[src/rtl/mw_alu_seq.sv]
`default_nettype none
// ============================================================================
// Module      : mw_alu_seq
// Description : 64-bit sequencer that runs each operation as four 16-bit
//               passes through an external 16-bit ALU.
// Revision    : 1.0 - initial release
// ============================================================================
module mw_alu_seq (
    input  logic        clk,
    input  logic        rst_n,
    input  logic        cmd_valid,
    output logic        cmd_ready,
    input  logic [4:0]  cmd_op,
    input  logic [63:0] cmd_a,
    input  logic [63:0] cmd_b,
    input  logic        cmd_cin,
    output logic [15:0] alu_a,
    output logic [15:0] alu_b,
    output logic [4:0]  alu_f,
    output logic        alu_cin,
    input  logic [15:0] alu_result,
    input  logic [5:0]  alu_status,
    output logic        rsp_valid,
    input  logic        rsp_ready,
    output logic [63:0] rsp_data,
    output logic [5:0]  rsp_flags,
    output logic        rsp_err
);

    localparam logic [4:0] C_OP_NOP = 5'b00000;
    localparam logic [4:0] C_OP_ADD = 5'b00100;
    localparam logic [4:0] C_OP_ADC = 5'b00101;
    localparam logic [4:0] C_OP_SUB = 5'b00110;
    localparam logic [4:0] C_OP_SBB = 5'b00111;
    localparam logic [4:0] C_OP_AND = 5'b01000;
    localparam logic [4:0] C_OP_OR  = 5'b01001;
    localparam logic [4:0] C_OP_XOR = 5'b01010;
    localparam logic [4:0] C_OP_NOT = 5'b01011;
    localparam logic [4:0] C_OP_SHL = 5'b10000;
    localparam logic [4:0] C_OP_SHR = 5'b10001;
    localparam logic [4:0] C_OP_SAR = 5'b10011;
    localparam logic [4:0] C_OP_RCL = 5'b10110;
    localparam logic [4:0] C_OP_RCR = 5'b10111;

    typedef enum logic [1:0] {
        S_IDLE = 2'd0,
        S_EXEC = 2'd1,
        S_DONE = 2'd2
    } state_t;

    state_t      r_state;
    state_t      w_state_nxt;

    logic [63:0] r_a;
    logic [63:0] r_b;
    logic [63:0] r_res;
    logic [4:0]  r_op;
    logic        r_cin;
    logic [1:0]  r_cnt;
    logic        r_cf;
    logic        r_af0;

    logic        w_is_add;
    logic        w_is_sub;
    logic        w_is_logic;
    logic        w_is_shl;
    logic        w_is_shr;
    logic        w_is_arith;
    logic        w_op_ok;
    logic        w_last;
    logic [1:0]  w_idx;
    logic [4:0]  w_word_f;
    logic        w_word_cin;
    logic [63:0] w_res_nxt;
    logic        w_fin_cf;
    logic        w_fin_vf;
    logic        w_fin_af;
    logic [63:0] w_fin_data;
    logic [5:0]  w_fin_flags;
    logic        w_fin_err;
    logic [2:0]  w_unused_status;

    // The 64-bit ZF/NF/PF are derived from the assembled result, not the ALU.
    assign w_unused_status = {alu_status[4:3], alu_status[1]};

    assign w_is_add   = (r_op == C_OP_ADD) || (r_op == C_OP_ADC);
    assign w_is_sub   = (r_op == C_OP_SUB) || (r_op == C_OP_SBB);
    assign w_is_logic = (r_op == C_OP_AND) || (r_op == C_OP_OR) ||
                        (r_op == C_OP_XOR) || (r_op == C_OP_NOT);
    assign w_is_shl   = (r_op == C_OP_SHL);
    assign w_is_shr   = (r_op == C_OP_SHR) || (r_op == C_OP_SAR);
    assign w_is_arith = w_is_add || w_is_sub;
    assign w_op_ok    = w_is_arith || w_is_logic || w_is_shl || w_is_shr;
    assign w_last     = (r_cnt == 2'd3);

    // Right shifts walk the words from the top so the carry feeds downward.
    assign w_idx = w_is_shr ? ~r_cnt : r_cnt;

    always_comb begin
        w_state_nxt = r_state;
        cmd_ready   = 1'b0;
        rsp_valid   = 1'b0;
        case (r_state)
            S_IDLE: begin
                cmd_ready = 1'b1;
                if (cmd_valid) begin
                    w_state_nxt = S_EXEC;
                end
            end
            S_EXEC: begin
                if (w_last) begin
                    w_state_nxt = S_DONE;
                end
            end
            S_DONE: begin
                rsp_valid = 1'b1;
                if (rsp_ready) begin
                    w_state_nxt = S_IDLE;
                end
            end
            default: w_state_nxt = S_IDLE;
        endcase
    end

    always_comb begin
        w_word_f   = C_OP_NOP;
        w_word_cin = 1'b0;
        if (r_cnt == 2'd0) begin
            case (r_op)
                C_OP_ADD: w_word_f = C_OP_ADD;
                C_OP_ADC: begin
                    w_word_f   = C_OP_ADC;
                    w_word_cin = r_cin;
                end
                C_OP_SUB: w_word_f = C_OP_SUB;
                C_OP_SBB: begin
                    w_word_f   = C_OP_SBB;
                    w_word_cin = r_cin;
                end
                C_OP_AND, C_OP_OR, C_OP_XOR, C_OP_NOT: w_word_f = r_op;
                C_OP_SHL: w_word_f = C_OP_SHL;
                C_OP_SHR: w_word_f = C_OP_SHR;
                C_OP_SAR: w_word_f = C_OP_SAR;
                default:  w_word_f = C_OP_NOP;
            endcase
        end else begin
            case (r_op)
                C_OP_ADD, C_OP_ADC: begin
                    w_word_f   = C_OP_ADC;
                    w_word_cin = r_cf;
                end
                C_OP_SUB, C_OP_SBB: begin
                    w_word_f   = C_OP_SBB;
                    w_word_cin = r_cf;
                end
                C_OP_AND, C_OP_OR, C_OP_XOR, C_OP_NOT: w_word_f = r_op;
                C_OP_SHL: begin
                    w_word_f   = C_OP_RCL;
                    w_word_cin = r_cf;
                end
                C_OP_SHR, C_OP_SAR: begin
                    w_word_f   = C_OP_RCR;
                    w_word_cin = r_cf;
                end
                default:  w_word_f = C_OP_NOP;
            endcase
        end
    end

    always_comb begin
        alu_a   = 16'd0;
        alu_b   = 16'd0;
        alu_f   = C_OP_NOP;
        alu_cin = 1'b0;
        if (r_state == S_EXEC) begin
            alu_a   = r_a[{w_idx, 4'b0000} +: 16];
            alu_b   = r_b[{w_idx, 4'b0000} +: 16];
            alu_f   = w_word_f;
            alu_cin = w_word_cin;
        end
    end

    always_comb begin
        w_res_nxt                          = r_res;
        w_res_nxt[{w_idx, 4'b0000} +: 16]  = alu_result;
    end

    // Final flags are evaluated while the last word is on the ALU.
    assign w_fin_cf = (w_is_arith || w_is_shl || w_is_shr) && alu_status[5];
    assign w_fin_vf = w_is_arith && alu_status[2];
    assign w_fin_af = w_is_arith && r_af0;

    always_comb begin
        w_fin_data  = w_res_nxt;
        w_fin_flags = {w_fin_cf, (w_res_nxt == 64'd0), w_res_nxt[63],
                       w_fin_vf, ~^w_res_nxt, w_fin_af};
        w_fin_err   = 1'b0;
        if (!w_op_ok) begin
            w_fin_data  = 64'd0;
            w_fin_flags = 6'd0;
            w_fin_err   = 1'b1;
        end
    end

    always_ff @(posedge clk or negedge rst_n) begin
        if (!rst_n) begin
            r_state <= S_IDLE;
        end else begin
            r_state <= w_state_nxt;
        end
    end

    always_ff @(posedge clk or negedge rst_n) begin
        if (!rst_n) begin
            r_a       <= 64'd0;
            r_b       <= 64'd0;
            r_res     <= 64'd0;
            r_op      <= C_OP_NOP;
            r_cin     <= 1'b0;
            r_cnt     <= 2'd0;
            r_cf      <= 1'b0;
            r_af0     <= 1'b0;
            rsp_data  <= 64'd0;
            rsp_flags <= 6'd0;
            rsp_err   <= 1'b0;
        end else begin
            if ((r_state == S_IDLE) && cmd_valid) begin
                r_a   <= cmd_a;
                r_b   <= cmd_b;
                r_op  <= cmd_op;
                r_cin <= cmd_cin;
                r_cnt <= 2'd0;
                r_res <= 64'd0;
                r_cf  <= 1'b0;
                r_af0 <= 1'b0;
            end else if (r_state == S_EXEC) begin
                r_res <= w_res_nxt;
                r_cf  <= alu_status[5];
                r_cnt <= r_cnt + 2'd1;
                if (r_cnt == 2'd0) begin
                    r_af0 <= alu_status[0];
                end
                if (w_last) begin
                    rsp_data  <= w_fin_data;
                    rsp_flags <= w_fin_flags;
                    rsp_err   <= w_fin_err;
                end
            end
        end
    end

endmodule
`default_nettype wire

[config.mk]
export PLATFORM = sky130hd
export DESIGN_NAME = mw_alu_seq
export DESIGN_NICKNAME = d
export VERILOG_FILES = /design/src/rtl/mw_alu_seq.sv
export SDC_FILE = /design/constraint.sdc
export NUM_CORES = 1
export LEC_CHECK = 0
export CAP_MARGIN = 5
export CORE_AREA = 2 2 176 178
export DETAILED_ROUTE_END_ITERATION = 8
export DIE_AREA = 0 0 178 180
export PLACE_DENSITY = 0.72
export SETUP_SLACK_MARGIN = 0.02
export SKIP_LAST_GASP = 1
export SLEW_MARGIN = 20
export SYNTH_ARGS = -nofsm -noshare
export SYNTH_HDL_FRONTEND = slang
export SYNTH_SLANG_ARGS = --single-unit
[constraint.sdc]
create_clock -name clk -period 11.2 [get_ports clk]
set_input_delay 2.24 -clock clk [delete_from_list [all_inputs] [get_ports clk]]
set_output_delay 2.24 -clock clk [all_outputs]
set_load 0.01 [all_outputs]
# ---- Yosys cells after proc, flatten, opt, wreduce, memory -nomap -nowiden
# Index checks and enable logic that the tools add are counted.
dict set report totals {
  register_bits 275
  input_bits 160
  word_cells 98
}
dict set report classes {
  reduce_logical 31
  n_bitwise 2
  n_shift 4
  n_mux 30
  n_addsub 2
  eq_ne 17
}
# operator n
set op_table {}
lappend op_table {{$mux W64} 3}
lappend op_table {{$shiftx A64 B7 Y16} 2}
lappend op_table {{$bwmux W64} 1}
lappend op_table {{$logic_not A64 Y1} 1}
lappend op_table {{$reduce_xnor A64 Y1} 1}
lappend op_table {{$shift A16 B8 Y64 const A} 1}
lappend op_table {{$shiftx A16 B8 Y64} 1}
lappend op_table {{$pmux W5 S8} 1}
lappend op_table {{$mux W16} 2}
lappend op_table {{$pmux W5 S5} 1}
lappend op_table {{$eq A5 B3 Y1 const B} 4}
lappend op_table {{$eq A5 B4 Y1 const B} 4}
lappend op_table {{$eq A5 B5 Y1 const B} 3}
lappend op_table {{$logic_or A1 B1 Y1} 12}
lappend op_table {{$mux W1} 12}
lappend op_table {{$mux W2} 6}
lappend op_table {{$mux W5} 2}
lappend op_table {{$neg A6 Y8} 1}
lappend op_table {{$reduce_or A2 Y1} 4}
lappend op_table {{$reduce_or A7 Y1} 1}
lappend op_table {{$mux W6} 1}
lappend op_table {{$ne A2 B2 Y1 const B} 3}
lappend op_table {{$pmux W2 S3} 1}
lappend op_table {{$reduce_and A3 Y1} 2}
lappend op_table {{10 further kinds} 16}

# ---- Longest topological paths before layout
dict set report depth {
  word_depth 8
  mapped_depth 18
  depth_no_buf 14
}

# ---- Worst setup path before layout
# No wires, ideal clock.
dict set report synth_path {
  kind {reg-to-output}
  start {register r_op[3]}
  end {output alu_a[10]}
  t_arrival_ns 2.104
  path_stages_with_launch 11
  path_slack_ns 6.856
  path_cell_list {dfrtp_1 buf_4 and4bb_1 buf_6 buf_4 nand2_1 o22ai_1 clkbuf_1 clkbuf_1 a221oi_1 nor2_1}
}
dict set report synth_between {
  elab_chain_len 5
  elab_cells_between_ends 6
}
# item line
set synth_lines {}
lappend synth_lines {{start, declared} 57} ;# logic [4:0] r_op;
lappend synth_lines {{start signal, assigned} 230} ;# r_op <= cmd_op;
lappend synth_lines {{$eq A5 B5 Y1} 91} ;# assign w_is_shr = (r_op == C_OP_SHR) || (r_op == C_OP_SAR);
lappend synth_lines {{$logic_or A1 B1 Y1 *} 91}
lappend synth_lines {{$mux W2 *} 97} ;# assign w_idx = w_is_shr ? ~r_cnt : r_cnt;
lappend synth_lines {{$shiftx A64 B7 Y16 *} 176} ;# alu_a = r_a[{w_idx, 4'b0000} +: 16];
lappend synth_lines {{$mux W16 *} 175} ;# if (r_state == S_EXEC) begin
lappend synth_lines {{end, declared} 17} ;# output logic [15:0] alu_a,
# Every way passes the cells marked *; elsewhere a longest branch is shown, timed or not.

# ---- Worst setup path after layout
dict set report layout_path {
  start {register r_cnt[0]}
  end {output alu_b[14]}
}
dict set report layout_between {
  elab_chain_len 4
}
# item line
set layout_lines {}
lappend layout_lines {{start, declared} 59} ;# logic [1:0] r_cnt;
lappend layout_lines {{start signal, assigned} 239} ;# r_cnt <= r_cnt + 2'd1;
lappend layout_lines {{$not A2 Y2} 97}
lappend layout_lines {{$mux W2 *} 97}
lappend layout_lines {{$shiftx A64 B7 Y16 *} 177} ;# alu_b = r_b[{w_idx, 4'b0000} +: 16];
lappend layout_lines {{$mux W16 *} 175}
lappend layout_lines {{end, declared} 18} ;# output logic [15:0] alu_b,
# Marked as above.

==> impl_metrics.env <==
export IMPL_outcome="finished clean"
export IMPL_clock_path_buffers=3
export IMPL_synth_cell_types=54
export IMPL_grt_use_total=0.247
export IMPL_yosys_warnings=0
export IMPL_cts_setup_buffers=0
export IMPL_intPower_mw=3.46
export IMPL_switching_share=0.414
export IMPL_hp_class="reg2reg"
export IMPL_overflow=0
export IMPL_place_area_sq_um=16600
export IMPL_cts_sinks=274
export IMPL_drt_first_pass_iters=5
export IMPL_crit_fanout=32
export IMPL_antenna_found_initial=5
export IMPL_chipWidth_microns=178
export IMPL_cts_made_buffers=30
export IMPL_yosys_area_top_type_share=0.502
export IMPL_synth_fp_nets=1753
export IMPL_cp_required_ps=8960
export IMPL_gp_congestion=0.870
export IMPL_setup_viol=0
export IMPL_slew_headroom=0.331
export IMPL_die_height_microns=180
export IMPL_fin_setup_tns_ps=0
export IMPL_power_frac_clock=0.168
export IMPL_fin_nets=1952
export IMPL_die_area_sq_um=32000
export IMPL_routed_wl_microns=39800
export IMPL_cts_root_buffer="clkbuf_16"
export IMPL_final_util=0.581
export IMPL_netlist_instances=1575
export IMPL_finalCritPeriodShare=0.536
export IMPL_drive_gt1_frac=0.0462
export IMPL_ios=271
export IMPL_switching_power_mw=2.45
export IMPL_via_count=12100
export IMPL_first_iter_violations=1163
export IMPL_critPathArrivalTime_ps=3760
export IMPL_pwr_share_seq=0.290
export IMPL_cp_end_kind="output port"
export IMPL_combPwrFrac=0.542
export IMPL_final_design_area_no_fill_sq_um=17600
export IMPL_period_minus_slack_ps=6000
export IMPL_fin_skew_ps=15.9
export IMPL_grt_pass1_vias=11900
export IMPL_reg2reg_slack_ps=6700
export IMPL_ant_nets=0
export IMPL_synthTopCellsByArea="dfrtp_1, nand2_1, mux2i_1, o21ai_0, xnor2_1"
export IMPL_clk_pin_slew_ps=60
export IMPL_synth_area_sq_um=13700
export IMPL_drc_errors=0
export IMPL_max_freq_ghz=0.167
export IMPL_rsz0062_at_grt="no"
export IMPL_ys_seq_area_frac=0.502
export IMPL_dp_hpwl_microns=26500
export IMPL_leakage_nw=8.00
export IMPL_min_path_cells=2
export IMPL_synth_ff_type="dfrtp_1"
export IMPL_synth_edf_count=0
export IMPL_rows=64
export IMPL_area_growth_pct=28.5
export IMPL_synth_area_leader_cell="dfrtp_1"
export IMPL_worstSetupPathType="reg2out"
export IMPL_slew_viol_final=0
export IMPL_htreeDepth=1
export IMPL_avgSynthCellArea_sq_um=8.67
export IMPL_wl_per_cell_microns=18.1
export IMPL_grt_max_degree=128
export IMPL_worst_slew_pin_slew_ps=1000
export IMPL_hold_viol=0
export IMPL_io_buffers=267
export IMPL_ys_ff_latch=274
export IMPL_grt_pass1_wl_microns=63300
export IMPL_clk_latency_ps=560
export IMPL_maxCapViolCount=0
export IMPL_ctsResizeCount=0
export IMPL_rr_endpoint="rsp_flags[1]"
export IMPL_rr_worst_depth=15
export IMPL_ir_drop_v=0.000323
export IMPL_r2r_start="r_cnt[0]"
export IMPL_fin_ws_ps=5200
export IMPL_start_util=0.452
export IMPL_min_to="rsp_data[11]"
export IMPL_whs_ps=476
export IMPL_critPathLaunchType="register"
export IMPL_core_area_sq_um=30200
export IMPL_synthArstFlopShare=1.00
export IMPL_dp_slack_ps=5820
export IMPL_via_per_inst=5.49
export IMPL_ctsHoldBuffers=0
export IMPL_cts_tree="yes"
export IMPL_power_density_nw_per_um2=337
export IMPL_hp_start="rsp_data[11]"
-- metrics by stage --
step | power, mW | std cells
floorplan | 3.85 | 1575
global placement | 4.85 | 2138
detailed placement | 4.92 | 2138
CTS | 5.94 | 2192
global route | 6.34 | 2192
finish | 5.91 | 2194
-- sequential cells by signal, summed over array words and instances (netlist names) --
| signal | count |
|---|---|
| r_op | 5 |
| r_b | 64 |
| r_cf | 1 |
| rsp_err | 1 |
| r_a | 64 |
| r_res | 64 |
| r_cnt | 2 |
| rsp_flags | 6 |
| r_cin | 1 |
| rsp_data | 63 |
| r_af0 | 1 |
| r_state | 2 |
-- cells in the final DEF (no fill, tap or decap), types with 4 or more instances in the layout --
cell,instances
a21oi_1,70
a221oi_1,32
and3_1,28
buf_4,18
clkbuf_1,6
clkbuf_16,31
clkbuf_8,6
clkdlybuf4s50_1,266
clkinv_2,5
dfrtp_1,274
ha_1,18
inv_1,5
mux2i_1,66
nand2_1,489
nand2b_1,20
nand3_1,67
nand4_1,8
nor2_1,86
nor3_1,7
nor4_1,4
o21ai_0,111
o21ai_1,31
o22ai_1,34
xnor2_1,48
xor2_1,10
-- kinds of logic after synthesis --
kind of cell	synth area share
xor gates and xnor gates	0.0417
and+or+nand+nor	0.222
buffers and inverters	0.0365
muxes	0.0494
DFF	0.502
AOI/OAI and AO/OA	0.132
adders and majority gates	0.0165
-- layer usage --
layer  track usage  wire length, microns
met5             0                    30
met4        0.0675                   900
met2         0.402                 18800
met3        0.0596                  3280
met1         0.329                 16800
-- worst max-delay path: stages (launching register included) --
cell and delay [ps]:
dfrtp_1 830, nand2b_1 330, mux2i_4 560, buf_4 490, a221oi_1 150, nor2_1 230
clkdlybuf4s50_1 590
-- area by class of cell --
type                    count  area [sq um]
fillers                  2719         12600
flip-flops and latches    274          6860
multi-input cells        1178          6370
repair buffers            285          2810
clock buffers              43           881
well taps                 396           495
clock inverters            11           116
inverters                   5          18.8
diodes                      2          5.00
-- power groups by stage --
| stage | Clock, mW | Sequential, mW | Combinational (mW) |
|---|---|---|---|
| 2_1_floorplan | 0 | 1.69 | 2.17 |
| 3_3_place_gp | 0 | 1.70 | 3.15 |
| 3_5_place_dp | 0 | 1.72 | 3.20 |
| 4_1_cts | 1.01 | 1.71 | 3.22 |
| 5_1_grt | 1.05 | 1.77 | 3.52 |
| 6_report | 0.995 | 1.71 | 3.21 |
-- how the worst max path moves through the flow --
| stage | startpoint | endpoint | slack [ps] | cells after the start |
|---|---|---|---|---|
| CTS | r_cnt[0] | alu_a[0] | 5210 | 6 |
| floorplan | r_op[3] | alu_a[10] | 6860 | 10 |
| detailed placement | alu_result[15] | rsp_flags[1] | 5820 | 12 |
| global route | r_cnt[0] | alu_a[2] | 5010 | 6 |
| global placement | r_cnt[0] | alu_a[0] | 5840 | 6 |
| finish | r_cnt[0] | alu_b[14] | 5200 | 6 |
-- synth_stat cells, types with 2 or more instances --
cell / number
inv_1: 5
o31ai_1: 2
nand3_1: 67
nand4_1: 8
a221oi_1: 32
o22ai_1: 35
a22o_1: 3
and2_1: 3
buf_2: 14
a221oi_2: 2
o21ai_0: 111
ha_1: 18
nand2_1: 491
mux2i_1: 66
a211oi_1: 3
nor4_1: 4
xnor2_1: 48
o21ai_1: 31
or4_1: 2
nor2_1: 86
a21oi_1: 71
nor3b_1: 2
xnor3_1: 2
buf_4: 3
xor2_1: 10
clkbuf_1: 92
buf_1: 8
nand2b_1: 21
a32o_1: 2
nor3_1: 7
or3_1: 3
and3_1: 28
dfrtp_1: 274
Note: power is estimated with default switching activity, not from simulation.
==> edit 1, RTL diff (same settings) <==
Re-encode `state_t` (3 states) as one-hot, 3 bits wide.
--- a/src/rtl/mw_alu_seq.sv
+++ b/src/rtl/mw_alu_seq.sv
@@ -43,8 +43,8 @@
     localparam logic [4:0] C_OP_RCR = 5'b10111;
 
-    typedef enum logic [1:0] {
-        S_IDLE = 2'd0,
-        S_EXEC = 2'd1,
-        S_DONE = 2'd2
+    typedef enum logic [2:0] {
+        S_IDLE = 3'b001,
+        S_EXEC = 3'b010,
+        S_DONE = 3'b100
     } state_t;
 
Formal check against the unedited RTL: same outputs for any inputs over 4 cycles, from zero or initial values and one cycle with rst_n low; so few cycles prove little.
==> edit 1 against the original RTL <==
Wire length up 1.4%; synthesized area up 1.8%; worst hold slack worse by 0.0019 ns; sequential cell count up 1; setup slack worse by 0.55 ns; power down 21%; final area up 0.96%; first-iteration DRC count up 3.3%; via count up 6.2%; fmax down 8.3%; critical path type unchanged; largest cell class unchanged; highest routed layer unchanged.
==> edit 1: results (changes against the original RTL) <==
* Vias in the first global route at 12,300 (+3.0%)
* First-pass GRT wire length at 64.4 mm (+1.8%)
* FF-to-FF Start: r_cnt[1]
* Post-Synth XOR/XNOR Area at 4.19% (+0.027 points)
* Leak at 7.71 nW (-3.5%)
* Area occupied by multi-input gates at 6550 um2 (+2.8%)
* CP Data Arrival Time at 4.31 ns (+0.55 ns)
* Clock skew at 0.00725 ns (-0.00864 ns)
* Dpl hpwl at 26.3 mm (-0.97%)
* Post-synthesis mux area share at 0.315% (-4.6 points)
* Reg2Reg Setup Slack at 6.34 ns (-0.36 ns)
* Post-Synth Adder-Cell Area at 1.62% (-0.028 points)
* Hold path start: r_b[13]
* Dpl cells at 2,266 (+6.0%)
* Synthesized instance count at 1,727 (+9.7%)
* Post-synthesis sequential area ratio at 49.5% (-0.68 points)
* Crit path max fanout at 73 (+130%)
* Drt wl/cell at 17.4 um (-4.1%)
* Post-layout net count at 2,080 (+6.6%)
* Critical path origin: r_op[4]
* Synth top area cells: dfrtp_1, nand2_1, o21ai_0, nand3_1, a21oi_1
* Largest net degree at the start of global routing at 132 (+3.1%)
* DR iter-0 viols at 1,201 (+3.3%)
* Placement Setup Slack at 5.24 ns (-0.581 ns)
* Leading cell types by count after synthesis: nand2_1, dfrtp_1, o21ai_0
* Placement Cell Area at 16,700 um2 (+0.94%)
* Slew @ Worst Pin at 1.18 ns (+0.181 ns)
* Mapped Nets at 1,905 (+8.7%)
* RePlAce Congestion at 0.911 (+4.8%)
* Worst vdd ir at 332 uV (+2.7%)
* Min cycle time layout at 6.55 ns (+0.545 ns)
* Compound-cell area share of the yosys netlist at 15.6% (+2.4 points)
* Slowest-stage cell, CP: and4bb_4
* Crit-path max cell delay at 0.91 ns (+0.08 ns)
* Status: completed
* Gr usage total at 24.9% (+0.22 points)
* Yosys cell types at 42 (-22%)
==> edit 1: cell count changes in the layout (fill, tap and decap cells not counted), sizes merged, moves of 34 or more <==
cell / change
a21oi: +36
a221oi: -34
mux2i: -65
nand2: +78
nand3: +68
o21ai: +63
==> edit 1: routing by layer <==
| metal | share of wire (%) | global-route usage [%] | vias up |
|---|---|---|---|
| met5 | 0.067 | 0 | - |
| met4 | 3.1 | 8.26 | 4 |
| met3 | 8.2 | 6.03 | 80 |
| met2 | 47 | 40.0 | 442 |
| met1 | 42 | 33.1 | 6146 |
| li1 | - | - | 6133 |
==> edit 1: cell families after synthesis <==
logic type      count (synthesis)
fa+ha+maj                      18
mux                             3
simple gates                  836
xor+xnor                       65
buf+inv                       140
compound gates                390
flops                         275
==> edit 1: worst min-delay path by stage <==
stage / endpoint / slack (ns) / depth (start not counted)
floorplan: r_cin / 0.45 / 2
global placement: r_b[10] / 0.46 / 2
detailed placement: r_a[26] / 0.46 / 2
CTS: r_a[26] / 0.48 / 2
global route: r_b[20] / 0.50 / 2
finish: r_b[13] / 0.47 / 2
==> edit 1: where the power goes <==
part           switching, mW  internal (mW)  leakage [nW]
Combinational           1.26          0.812          3.90
Sequential             0.243           1.33          3.32
Clock                  0.399          0.606         0.489
==> edit 1: worst reg2reg max path, delay by kind of cell, from the launching register on <==
kind | cells | cell delay (ns)
and+or+nand+nor | 2 | 0.32
DFF | 1 | 0.46
xor gates and xnor gates | 7 | 1.41
AOI/OAI and AO/OA | 2 | 0.57
buffers and inverters | 2 | 0.84
adders and majority gates | 2 | 1.14
==> edit 1: area by class of cell <==
cell class	instances	area share (%)
inverter	5	0.106
tap	396	2.80
antenna	2	0.0282
timing repair buffer	278	15.6
sequential	275	38.9
multi-input combinational	1312	37.0
clock buffer	45	4.96
clock inverter	7	0.657
==> edit 2, RTL diff (config.mk and constraints unchanged) <==
Made on the original files. Register the output `rsp_flags` once more, with the module's reset; this adds one clock of latency there. The other outputs are not delayed to match.
--- a/src/rtl/mw_alu_seq.sv
+++ b/src/rtl/mw_alu_seq.sv
@@ -49,4 +49,6 @@
     } state_t;
 
+    logic [5:0] rsp_flags_s0;
+
     state_t      r_state;
     state_t      w_state_nxt;
@@ -222,5 +224,5 @@
             r_af0     <= 1'b0;
             rsp_data  <= 64'd0;
-            rsp_flags <= 6'd0;
+            rsp_flags_s0 <= 6'd0;
             rsp_err   <= 1'b0;
         end else begin
@@ -243,8 +245,16 @@
                 if (w_last) begin
                     rsp_data  <= w_fin_data;
-                    rsp_flags <= w_fin_flags;
+                    rsp_flags_s0 <= w_fin_flags;
                     rsp_err   <= w_fin_err;
                 end
             end
+        end
+    end
+
+    always_ff @(posedge clk or negedge rst_n) begin
+        if (!rst_n) begin
+            rsp_flags <= '0;
+        end else begin
+            rsp_flags <= rsp_flags_s0;
         end
     end
Function: no difference found for any inputs over 4 cycles, from zero or initial values and one cycle with rst_n low; that may be too few to reach the edited logic, so the function may still have changed.
==> edit 2 against the original RTL <==
Wire length up 3.1%; global-route usage up 0.83 points; setup slack worse by 0.33 ns; final area up 0.91%; combinational power up 4%; register-to-register slack worse by 0.34 ns; synthesized area up 1.2%; sequential cell count up 6; power up 3.2%; utilization up 0.53 points; critical endpoint is now alu_b[13]; highest routed layer unchanged.
==> edit 2: results (changes against the original RTL) <==
* Crit path max fanout at 38 (+19%)
* Post-synthesis sequential area ratio at 50.7% (+0.51 points)
* Dpl cells at 2,143 (+0.23%)
* Met3 wire len at 3.36 mm (+2.4%)
* Layout cells sized above 1 at 4.45% (-0.17 points)
* Clock buffer count from CTS at 29 (-3.3%)
* DR iter-0 viols at 1,112 (-4.4%)
* Placement Cell Area at 16,700 um2 (+0.94%)
* Clock skew at 0.0106 ns (-0.00529 ns)
* Met2 WL at 19.8 mm (+5.4%)
* Dpl hpwl at 26.8 mm (+1.1%)
* Syn Area/Cell at 8.73 um2 (+0.71%)
* Final non-filler cell total at 2,194 (unchanged)
* Avg Vias per Cell at 5.52 (+0.47%)
* Leading cell types by count after synthesis: nand2_1, dfrtp_1, o21ai_0
* Number of fill cells in the layout at 2,638 (-3.0%)
* Mapped Nets at 1,760 (+0.40%)
* Placement Setup Slack at 5.51 ns (-0.313 ns)
* Synth top area cells: dfrtp_1, nand2_1, mux2i_1, o21ai_0, xnor2_1
* Leak at 8.08 nW (+1.0%)
* Largest net degree at the start of global routing at 175 (+37%)
* Slowest-stage cell, CP: mux2i_4
* Vias in the first global route at 12,000 (+0.31%)
* Async S/R FF share, synth at 100% (unchanged)
* Post-layout net count at 1,956 (+0.20%)
* RePlAce Congestion at 0.866 (-0.40%)
* Routed WL at 41.0 mm (+3.1%)
* Worst vdd ir at 387 uV (+20%)
* Net Sw Power at 2.55 mW (+4.0%)
* Slew @ Worst Pin at 1.11 ns (+0.111 ns)
* Setup Fix Bufs, Post-CTS at 0 (unchanged)
* Wl on met1 at 17.0 mm (+1.1%)
* Gr usage total at 25.5% (+0.83 points)
* CP Data Arrival Time at 4.09 ns (+0.33 ns)
* Crit-path max cell delay at 0.77 ns (-0.06 ns)
* First-pass GRT wire length at 65.1 mm (+2.8%)
* Status: completed
## edit 2: final cells by class
class / count / area (um2) / share of cell area (%)
antenna: 1 / 2.50 / 0.0141
clock buffer: 38 / 810 / 4.57
tap: 396 / 495 / 2.80
sequential: 280 / 7010 / 39.6
multi-input combinational: 1179 / 6380 / 36.0
inverter: 5 / 18.8 / 0.106
clock inverter: 12 / 194 / 1.09
timing repair buffer: 283 / 2810 / 15.9
## edit 2: power groups by stage
| stage | combinational (mW) | sequential, mW | clock [mW] |
|---|---|---|---|
| floorplan | 2.26 | 1.70 | 0 |
| global placement | 3.24 | 1.73 | 0 |
| detailed placement | 3.31 | 1.75 | 0 |
| CTS | 3.34 | 1.74 | 1.04 |
| global route | 3.66 | 1.80 | 1.08 |
| finish | 3.33 | 1.74 | 1.03 |
## edit 2: cell families after synthesis
family	Yosys count	share of synthesized area [%]
mux	67	4.88
compound gates	304	13.0
simple gates	729	22.0
flops	280	50.7
xor+xnor	61	4.12
fa+ha+maj	18	1.63
buf+inv	123	3.61
## edit 2: final timing paths
path                       slack (ns)              end            start  cells after the start
max                              4.87        alu_b[13]          r_op[2]                      7
min                              0.37     rsp_flags[0]  rsp_flags_s0[0]                      0
max reg2reg                      6.36  rsp_flags_s0[4]          r_op[2]                     14
min reg2reg                      0.37     rsp_flags[0]  rsp_flags_s0[0]                      0
max in group asynchronous        8.02     rsp_data[47]            rst_n                      2
min in group asynchronous        1.71     rsp_data[24]            rst_n                      1
## edit 2: worst max-delay path: cells and delay by family (launching register included)
kind                   cells  cell delay (ns)
AND/OR/NAND/NOR            2             0.38
flip-flops                 1             0.52
multiplexers               1             0.77
AO/OA/AOI/OAI              1             0.14
buffers and inverters      3             1.65
## edit 2: metal layers
metal  vias up  global-route usage [%]
met5         -                       0
met1      5883                    32.9
met2       416                    42.9
li1       5738                       -
met3        65                    6.79
met4         8                    5.84
